`src/rtl/alu_pkg.sv`:
```
// Opcodes, FSM encoding and default widths shared by the ALU arbiter slice.
package alu_pkg;

   localparam int DATA_W_DEF = 8;
   localparam int SEL_W_DEF  = 3;

   localparam logic [2:0] OP_ADD  = 3'b000;
   localparam logic [2:0] OP_SUB  = 3'b001;
   localparam logic [2:0] OP_AND  = 3'b010;
   localparam logic [2:0] OP_OR   = 3'b011;
   localparam logic [2:0] OP_XOR  = 3'b100;
   localparam logic [2:0] OP_NEG  = 3'b101;
   localparam logic [2:0] OP_RSV0 = 3'b110;
   localparam logic [2:0] OP_RSV1 = 3'b111;

   typedef enum logic [1:0] {
      ST_IDLE = 2'd0,
      ST_EXEC = 2'd1,
      ST_RESP = 2'd2
   } state_t;

endpackage

```
`src/rtl/alu_arbiter_ctrl_rr_arb2.sv`:
```
// Two-input round-robin grant: zero latency, combinational one-hot grant.
// A lone requester always wins; on a tie the one that did not win last time wins.
module rr_arb2 (
   input  logic [1:0] req,
   input  logic       last_grant,
   output logic [1:0] grant
);

   assign grant[0] = req[0] & (~req[1] | last_grant);
   assign grant[1] = req[1] & (~req[0] | ~last_grant);

endmodule

```
`src/rtl/alu_arbiter_ctrl.sv`:
```
// Shares one combinational ALU between two requesters; accept at N -> rsp_valid at N+2, 3 cycles min per op.
// Response held stable under rsp_ready backpressure; no new accept until it drains. Option: ALU_ARB_ZERO_FLAG_EN adds rsp_zero.
module alu_arbiter_ctrl
   import alu_pkg::*;
#(
   parameter int DATA_W = DATA_W_DEF,
   parameter int SEL_W  = SEL_W_DEF
) (
   input  logic                clk,
   input  logic                rst,
   input  logic [1:0]          req_valid,
   output logic [1:0]          req_ready,
   input  logic [2*DATA_W-1:0] req_a,
   input  logic [2*DATA_W-1:0] req_b,
   input  logic [2*SEL_W-1:0]  req_sel,
   output logic [DATA_W-1:0]   alu_a,
   output logic [DATA_W-1:0]   alu_b,
   output logic [SEL_W-1:0]    alu_sel,
   input  logic [DATA_W-1:0]   alu_out,
   input  logic                alu_carry,
   output logic                rsp_valid,
   input  logic                rsp_ready,
   output logic                rsp_id,
   output logic [DATA_W-1:0]   rsp_data,
   output logic                rsp_carry,
`ifdef ALU_ARB_ZERO_FLAG_EN
   output logic                rsp_zero,
`endif
   output logic                rsp_err,
   output logic                busy
);

   localparam logic [SEL_W-1:0] SEL_ADD  = SEL_W'(OP_ADD);
   localparam logic [SEL_W-1:0] SEL_SUB  = SEL_W'(OP_SUB);
   localparam logic [SEL_W-1:0] SEL_RSV0 = SEL_W'(OP_RSV0);
   localparam logic [SEL_W-1:0] SEL_RSV1 = SEL_W'(OP_RSV1);

   state_t              state_q, state_d;
   logic                last_grant_q, last_grant_d;
   logic [DATA_W-1:0]   alu_a_q, alu_a_d, alu_b_q, alu_b_d;
   logic [SEL_W-1:0]    alu_sel_q, alu_sel_d;
   logic                rsp_valid_q, rsp_valid_d, busy_q, busy_d;
   logic                rsp_id_q, rsp_id_d;
   logic [DATA_W-1:0]   rsp_data_q, rsp_data_d;
   logic                rsp_carry_q, rsp_carry_d, rsp_err_q, rsp_err_d;
   logic                rsp_zero_q, rsp_zero_d;
   logic [1:0]          grant;
   logic                g;
   logic                op_err;

   rr_arb2 u_rr_arb2 (
      .req        (req_valid),
      .last_grant (last_grant_q),
      .grant      (grant)
   );

   assign g      = grant[1];
   assign op_err = (alu_sel_q == SEL_RSV0) || (alu_sel_q == SEL_RSV1);

   always_comb begin
      state_d      = state_q;
      last_grant_d = last_grant_q;
      alu_a_d      = alu_a_q;
      alu_b_d      = alu_b_q;
      alu_sel_d    = alu_sel_q;
      rsp_id_d     = rsp_id_q;
      rsp_data_d   = rsp_data_q;
      rsp_carry_d  = rsp_carry_q;
      rsp_err_d    = rsp_err_q;
      rsp_zero_d   = rsp_zero_q;
      req_ready    = 2'b00;
      case (state_q)
         ST_IDLE: begin
            if (|req_valid) begin
               req_ready    = grant;
               alu_a_d      = g ? req_a[2*DATA_W-1:DATA_W] : req_a[DATA_W-1:0];
               alu_b_d      = g ? req_b[2*DATA_W-1:DATA_W] : req_b[DATA_W-1:0];
               alu_sel_d    = g ? req_sel[2*SEL_W-1:SEL_W] : req_sel[SEL_W-1:0];
               rsp_id_d     = g;
               last_grant_d = g;
               state_d      = ST_EXEC;
            end
         end
         ST_EXEC: begin
            // Carry is only meaningful for add/sub; reserved opcodes force a zero result.
            rsp_data_d  = op_err ? '0 : alu_out;
            rsp_carry_d = ((alu_sel_q == SEL_ADD) || (alu_sel_q == SEL_SUB)) ? alu_carry : 1'b0;
            rsp_err_d   = op_err;
            rsp_zero_d  = (alu_out == '0) && !op_err;
            state_d     = ST_RESP;
         end
         ST_RESP: begin
            if (rsp_ready) state_d = ST_IDLE;
         end
         default: state_d = ST_IDLE;
      endcase
      rsp_valid_d = (state_d == ST_RESP);
      busy_d      = (state_d != ST_IDLE);
   end

   always_ff @(posedge clk or posedge rst) begin
      if (rst) begin
         state_q      <= ST_IDLE;
         last_grant_q <= 1'b1;
         alu_a_q      <= '0;
         alu_b_q      <= '0;
         alu_sel_q    <= '0;
         rsp_valid_q  <= 1'b0;
         busy_q       <= 1'b0;
         rsp_id_q     <= 1'b0;
         rsp_data_q   <= '0;
         rsp_carry_q  <= 1'b0;
         rsp_err_q    <= 1'b0;
         rsp_zero_q   <= 1'b0;
      end else begin
         state_q      <= state_d;
         last_grant_q <= last_grant_d;
         alu_a_q      <= alu_a_d;
         alu_b_q      <= alu_b_d;
         alu_sel_q    <= alu_sel_d;
         rsp_valid_q  <= rsp_valid_d;
         busy_q       <= busy_d;
         rsp_id_q     <= rsp_id_d;
         rsp_data_q   <= rsp_data_d;
         rsp_carry_q  <= rsp_carry_d;
         rsp_err_q    <= rsp_err_d;
         rsp_zero_q   <= rsp_zero_d;
      end
   end

   assign alu_a     = alu_a_q;
   assign alu_b     = alu_b_q;
   assign alu_sel   = alu_sel_q;
   assign rsp_valid = rsp_valid_q;
   assign busy      = busy_q;
   assign rsp_id    = rsp_id_q;
   assign rsp_data  = rsp_data_q;
   assign rsp_carry = rsp_carry_q;
   assign rsp_err   = rsp_err_q;
`ifdef ALU_ARB_ZERO_FLAG_EN
   assign rsp_zero  = rsp_zero_q;
`else
   logic unused_zero;
   assign unused_zero = rsp_zero_q;
`endif

endmodule

```
`config.mk`:
```
export PLATFORM = sky130hd
export DESIGN_NAME = alu_arbiter_ctrl
export DESIGN_NICKNAME = d
export VERILOG_FILES = /design/src/rtl/alu_pkg.sv /design/src/rtl/alu_arbiter_ctrl_rr_arb2.sv /design/src/rtl/alu_arbiter_ctrl.sv
export SDC_FILE = /design/constraint.sdc
export NUM_CORES = 1
export LEC_CHECK = 0
export CAP_MARGIN = 20
export CORE_MARGIN = 3
export CORE_UTILIZATION = 35
export DETAILED_ROUTE_END_ITERATION = 8
export GPL_TIMING_DRIVEN = 0
export PLACE_DENSITY = 0.76
export SETUP_SLACK_MARGIN = 0.2
export SLEW_MARGIN = 20
export SYNTH_ARGS = -nofsm -noshare
export SYNTH_HDL_FRONTEND = slang
export SYNTH_SLANG_ARGS = --single-unit
```
`constraint.sdc`:
```
create_clock -name clk -period 1.4 [get_ports clk]
set_input_delay 0.42 -clock clk [delete_from_list [all_inputs] [get_ports clk]]
set_output_delay 0.42 -clock clk [all_outputs]
set_load 0.05 [all_outputs]
```
### Word level (Yosys, flattened, before mapping)

Cells that the tools add are included.

* register bits after elaboration: 35
* logic and storage cells: 41
* output and inout port bits: 34

* bitwise logic cells: 7
* equal/unequal tests: 6
* reduce and logical (&&, ||, !) cells: 7
* muxes and demuxes: 10

Operators with widths (count)
* 8-bit two-way mux: 3
* 2-bit two-way mux: 4
* 3-bit == test, second input constant: 2
* 2-bit one-hot mux with 3 select lines: 1
* 2-bit == test, second input constant: 2
* 3-bit by 1-bit == test with 1-bit output, second input constant: 1
* 3-bit zero test: 1
* 3-bit two-way mux: 1
* 1-bit inverter: 3
* 1-bit bitwise AND: 2
* 2-bit by 1-bit == test with 1-bit output, second input constant: 1
* 2-bit zero test: 1
* 1-bit logical OR: 2
* 1-bit bitwise OR: 2
* 2-bit AND reduction: 1
* 2-bit nonzero test: 1
* 2-bit OR reduction: 1
* 1-bit two-way mux: 1

### Longest topological paths before layout

Gate-level depths: netlist (run 1).

* depth in word-level cells: 5
* mapped depth: 4
* gate-level depth less buffers: 3

### Hierarchy

A second synthesis (run 1) with hierarchy kept.

* cell total of the unflattened synthesis: 106
* area total of the unflattened synthesis: 1572.8 um^2

Modules (own cells, without submodules)
* alu_arbiter_ctrl: area each 1554.0 um^2, cells an instance 103, seq. area each 877.1 um^2, times used 1
* rr_arb2: area each 18.8 um^2, cells an instance 3, seq. area each 0.0 um^2, times used 1

### Worst setup path before layout (run 1)

OpenSTA, ideal clock, no wires.

* path type: flip-flop to output port
* start point: register state_q[0]
* end point: output port req_ready[0]
* stages on the path, launching flop included: 4
* path buffers: 0
* arrival time: 1.364 ns
* path slack: -0.384 ns
* path through: dfrtp_1 > nor2_2 > nand2_1 > a21oi_1

* cells in the longest elaborated chain, start to end: 2

Ends and longest elaborated chain
* start: declaration: line alu_arbiter_ctrl.sv:38 `state_t state_q, state_d;`
* start signal: assignment: line alu_arbiter_ctrl.sv:116 `state_q <= state_d;`
* 2-bit zero test: line alu_arbiter_ctrl.sv:72 `case (state_q)`
* 2-bit two-way mux: line alu_arbiter_ctrl.sv:72
* end: declaration: line alu_arbiter_ctrl.sv:12 `output logic [1:0] req_ready,`

No other way between the ends.

### Final worst setup path (run 1)

* start point: register last_grant_q
* end point: output port req_ready[1]

* cells in the longest elaborated chain, start to end: 5

Ends and longest elaborated chain
* start: declaration: line alu_arbiter_ctrl.sv:39 `logic last_grant_q, last_grant_d;`
* start signal: assignment: line alu_arbiter_ctrl.sv:117 `last_grant_q <= last_grant_d;`
* 1-bit inverter: line alu_arbiter_ctrl_rr_arb2.sv:10 `assign grant[1] = req[1] & (~req[0] | ~last_grant);`
* 1-bit bitwise OR: line alu_arbiter_ctrl_rr_arb2.sv:10
* 1-bit bitwise AND: line alu_arbiter_ctrl_rr_arb2.sv:10
* 2-bit two-way mux: line alu_arbiter_ctrl.sv:74 `if (|req_valid) begin`
* 2-bit two-way mux: line alu_arbiter_ctrl.sv:72

No other way between the ends.

==> results of run 1 <==
## cells in the final DEF, fill, tap and decap left out, drive strengths merged, types with 2 or more instances in the layout
| cell | count |
|---|---|
| a22o | 9 |
| clkbuf | 7 |
| clkdlybuf4s50 | 49 |
| o21ai | 3 |
| dfrtp | 34 |
| inv | 3 |
| buf | 51 |
| mux2 | 38 |
| clkinv | 2 |
| a21oi | 5 |
| nand2b | 3 |
## repair_timing
action	in CTS	in global routing
endpoints found under the hold margin	0	0
gates cloned	2	1
pin swaps	0	1
endpoints found under the setup margin	67	76
buffers inserted	7	4
resized for setup	255	5
## state kept, by name, summed over array words and instances (netlist names), 2 cells and up
name / count
alu_a: 8
alu_b: 8
rsp_data: 8
alu_sel: 3
state_q: 2
## kinds of logic after synthesis
family          Yosys count
simple gates              7
flops                    35
buf+inv                   9
compound gates           19
mux                      38
## critical path, stage by stage (launching register included)
cell and delay (ps):
dfstp_2 570, a21boi_4 70, buf_8 120, and2_4 130, buf_6 140
## cell type report
cell class / count / area share
Multi-Input combinational cell: 65 / 0.256
Clock inverter: 1 / 0.00173
Inverter: 4 / 0.00564
Sequential cell: 35 / 0.304
Clock buffer: 6 / 0.0286
Buffer: 5 / 0.0182
Tap cell: 52 / 0.0225
Timing Repair Buffer: 98 / 0.363
## final timing paths
kind	from	to	depth (start not counted)	slack (ps)
worst min-delay path	rst	alu_a[1]	2	510
worst max register to register	last_grant_q	alu_a[6]	6	-310
worst min register to register	rsp_id	rsp_id	1	510
max in group asynchronous	rst	last_grant_q	2	500
worst max-delay path	last_grant_q	req_ready[1]	4	-340
min in group clk	rsp_id	rsp_id	1	510
## report_power, final
group          internal [W]  switching (W)  total [W]
Sequential          0.00152       0.000361    0.00189
Combinational       0.00200        0.00257    0.00457
Clock              0.000386       0.000333   0.000719
## layer usage
metal / GRT usage / vias up / wire (um)
met1: 0.175 / 631 / 1540
met4: 0.0584 / 0 / 43
met5: 0 / - / 0
met3: 0.0479 / 5 / 269
met2: 0.262 / 49 / 2340
li1: - / 605 / -
## per-stage QoR
stage / setup slack (ps) / cell area (um^2) / total power, W
2_1_floorplan: -37.0 / 1630 / 0.00452
3_3_place_gp: -1400 / 2550 / 0.00578
3_5_place_dp: -1420 / 2550 / 0.00587
4_1_cts: -351 / 2840 / 0.00711
5_1_grt: -377 / 2890 / 0.00752
6_report: -337 / 2890 / 0.00717
==> results.toml, run 1 <==
[final_layout]
area_growth_pct = 79.2
finalNonFillerCells = 266
final_nets = 266
multiInputGateArea_um2 = 739
n_fill_cell = 318
postLayoutCoreUtil = 0.658
regArea_um2 = 877
drive_above_1_share = 0.495
antenna_cells = 0

[logic_synthesis]
synth-simple-area-share = 0.0249
yosysMostFrequentCell = "dfrtp_1"
yosys_warnings = 0
synth_nets = 160
ys_top_cells_by_area = "dfrtp_1 53%, mux2_4 18%, mux2_2 13%, a22o_1 4.9%, dfstp_2 1.6%"
muxShareOfSynthArea = 0.310
synth_xor_area_frac = 0
synthAdderAreaFrac = 0
yosysTopAreaCellShare = 0.528
synth_compound_area_frac = 0.0886
synth_ff_type = "dfrtp_1"
netlist_area_um2 = 1610
ys_async_sr_fraction = 1.00
synthTopCellsByCount = "34 x dfrtp_1, 19 x mux2_2, 19 x mux2_4"
avgSynthCellArea_um2 = 14.9
synth_top_family_by_area = "multiplexers"
synth_seq_area_share = 0.545
yosys.cell_types.count = 21
postSynthCellCount = 108
synth_enable_flop_cells = 0
synth-seq-cells = 35
yosys.area.top_type = "dfrtp_1"

[floorplan]
dieArea_um2 = 5450
initial_core_util = 0.367
io_pins = 86
die_h_um = 73.8
fp-row-count = 24
core_um2 = 4380
dieWidth_um = 73.8

[setup_path]
worstSetupEndpointType = "primary output"
critPathMaxFanout = 4
startpoint_type = "register"
worst_ep_required_time_ps = 980
worstSetupPathType = "register to primary output"
cp.arrival_ps = 1320

[grt]
grt_pass1_wl_um = 6240
grt_start_max_net_pins = 36
antenna_found_initial = 0
overflow = 0
grt_pass1_vias = 1321
grt_usage = 0.152

[drt]
ant_nets = 0
vias = 1290
routedWlPerCell_um = 15.7
drc = 0
dr.pass1.iters = 4
drtIter0Drc = 39
vias_per_cell = 4.85
wl_um = 4190

[sta]
finalCritPeriodShare = 1.24
finalHoldViolCount = 0
tns_ps = -6270
setup_ws_ps = -337
fmax_mhz = 576
timing.final.crit_period_ps = 1740
grt_setup_unrepaired = "yes"
final-max-slew-violation-count = 0
fin_skew_ps = 5.31
tightest_slew_ps = 602
slew_headroom = 0.598
setup_violations = 21
hold_ws_ps = 507

[placed_design]
numPortBuffers = 85
hpwl_um = 3010
gp_congestion = 0.770
dpl.cell_count = 245

[status]
violations = "negative setup slack"
status = "complete, but fails checks"

[flow_run]
cap_violations = 0

[clocking]
clock_sinks = 35
h-tree-depth = 2
clk_pin_slew_worst_paths_ps = 70
cts_buffers = 5
clockBufferDepth = 2
clock-root-buffer = "clkbuf_8"
cts.hold.buffers_added = 0
clock_latency_ps = 280
cts_tree = "yes"

[power]
p_leak_nw = 1.33
peakVddDrop_uv = 1280
powerDensity_nw_per_um2 = 2490

[hold_path]
hold_path.class = "input port to asynchronous set/reset pin"
No activity file was read; power rests on OpenSTA's default activity.
==> inputs of run 2 (changes only) <==
--- a/config.mk
+++ b/config.mk
@@ -8,6 +8,7 @@
 export CAP_MARGIN = 20
 export CORE_MARGIN = 3
 export CORE_UTILIZATION = 35
+export CTS_CLUSTER_SIZE = 40
 export DETAILED_ROUTE_END_ITERATION = 8
 export GPL_TIMING_DRIVEN = 0
 export PLACE_DENSITY = 0.76
==> results of run 2 <==
No change in the layout: final DEF, timing and power equal those of run 1.
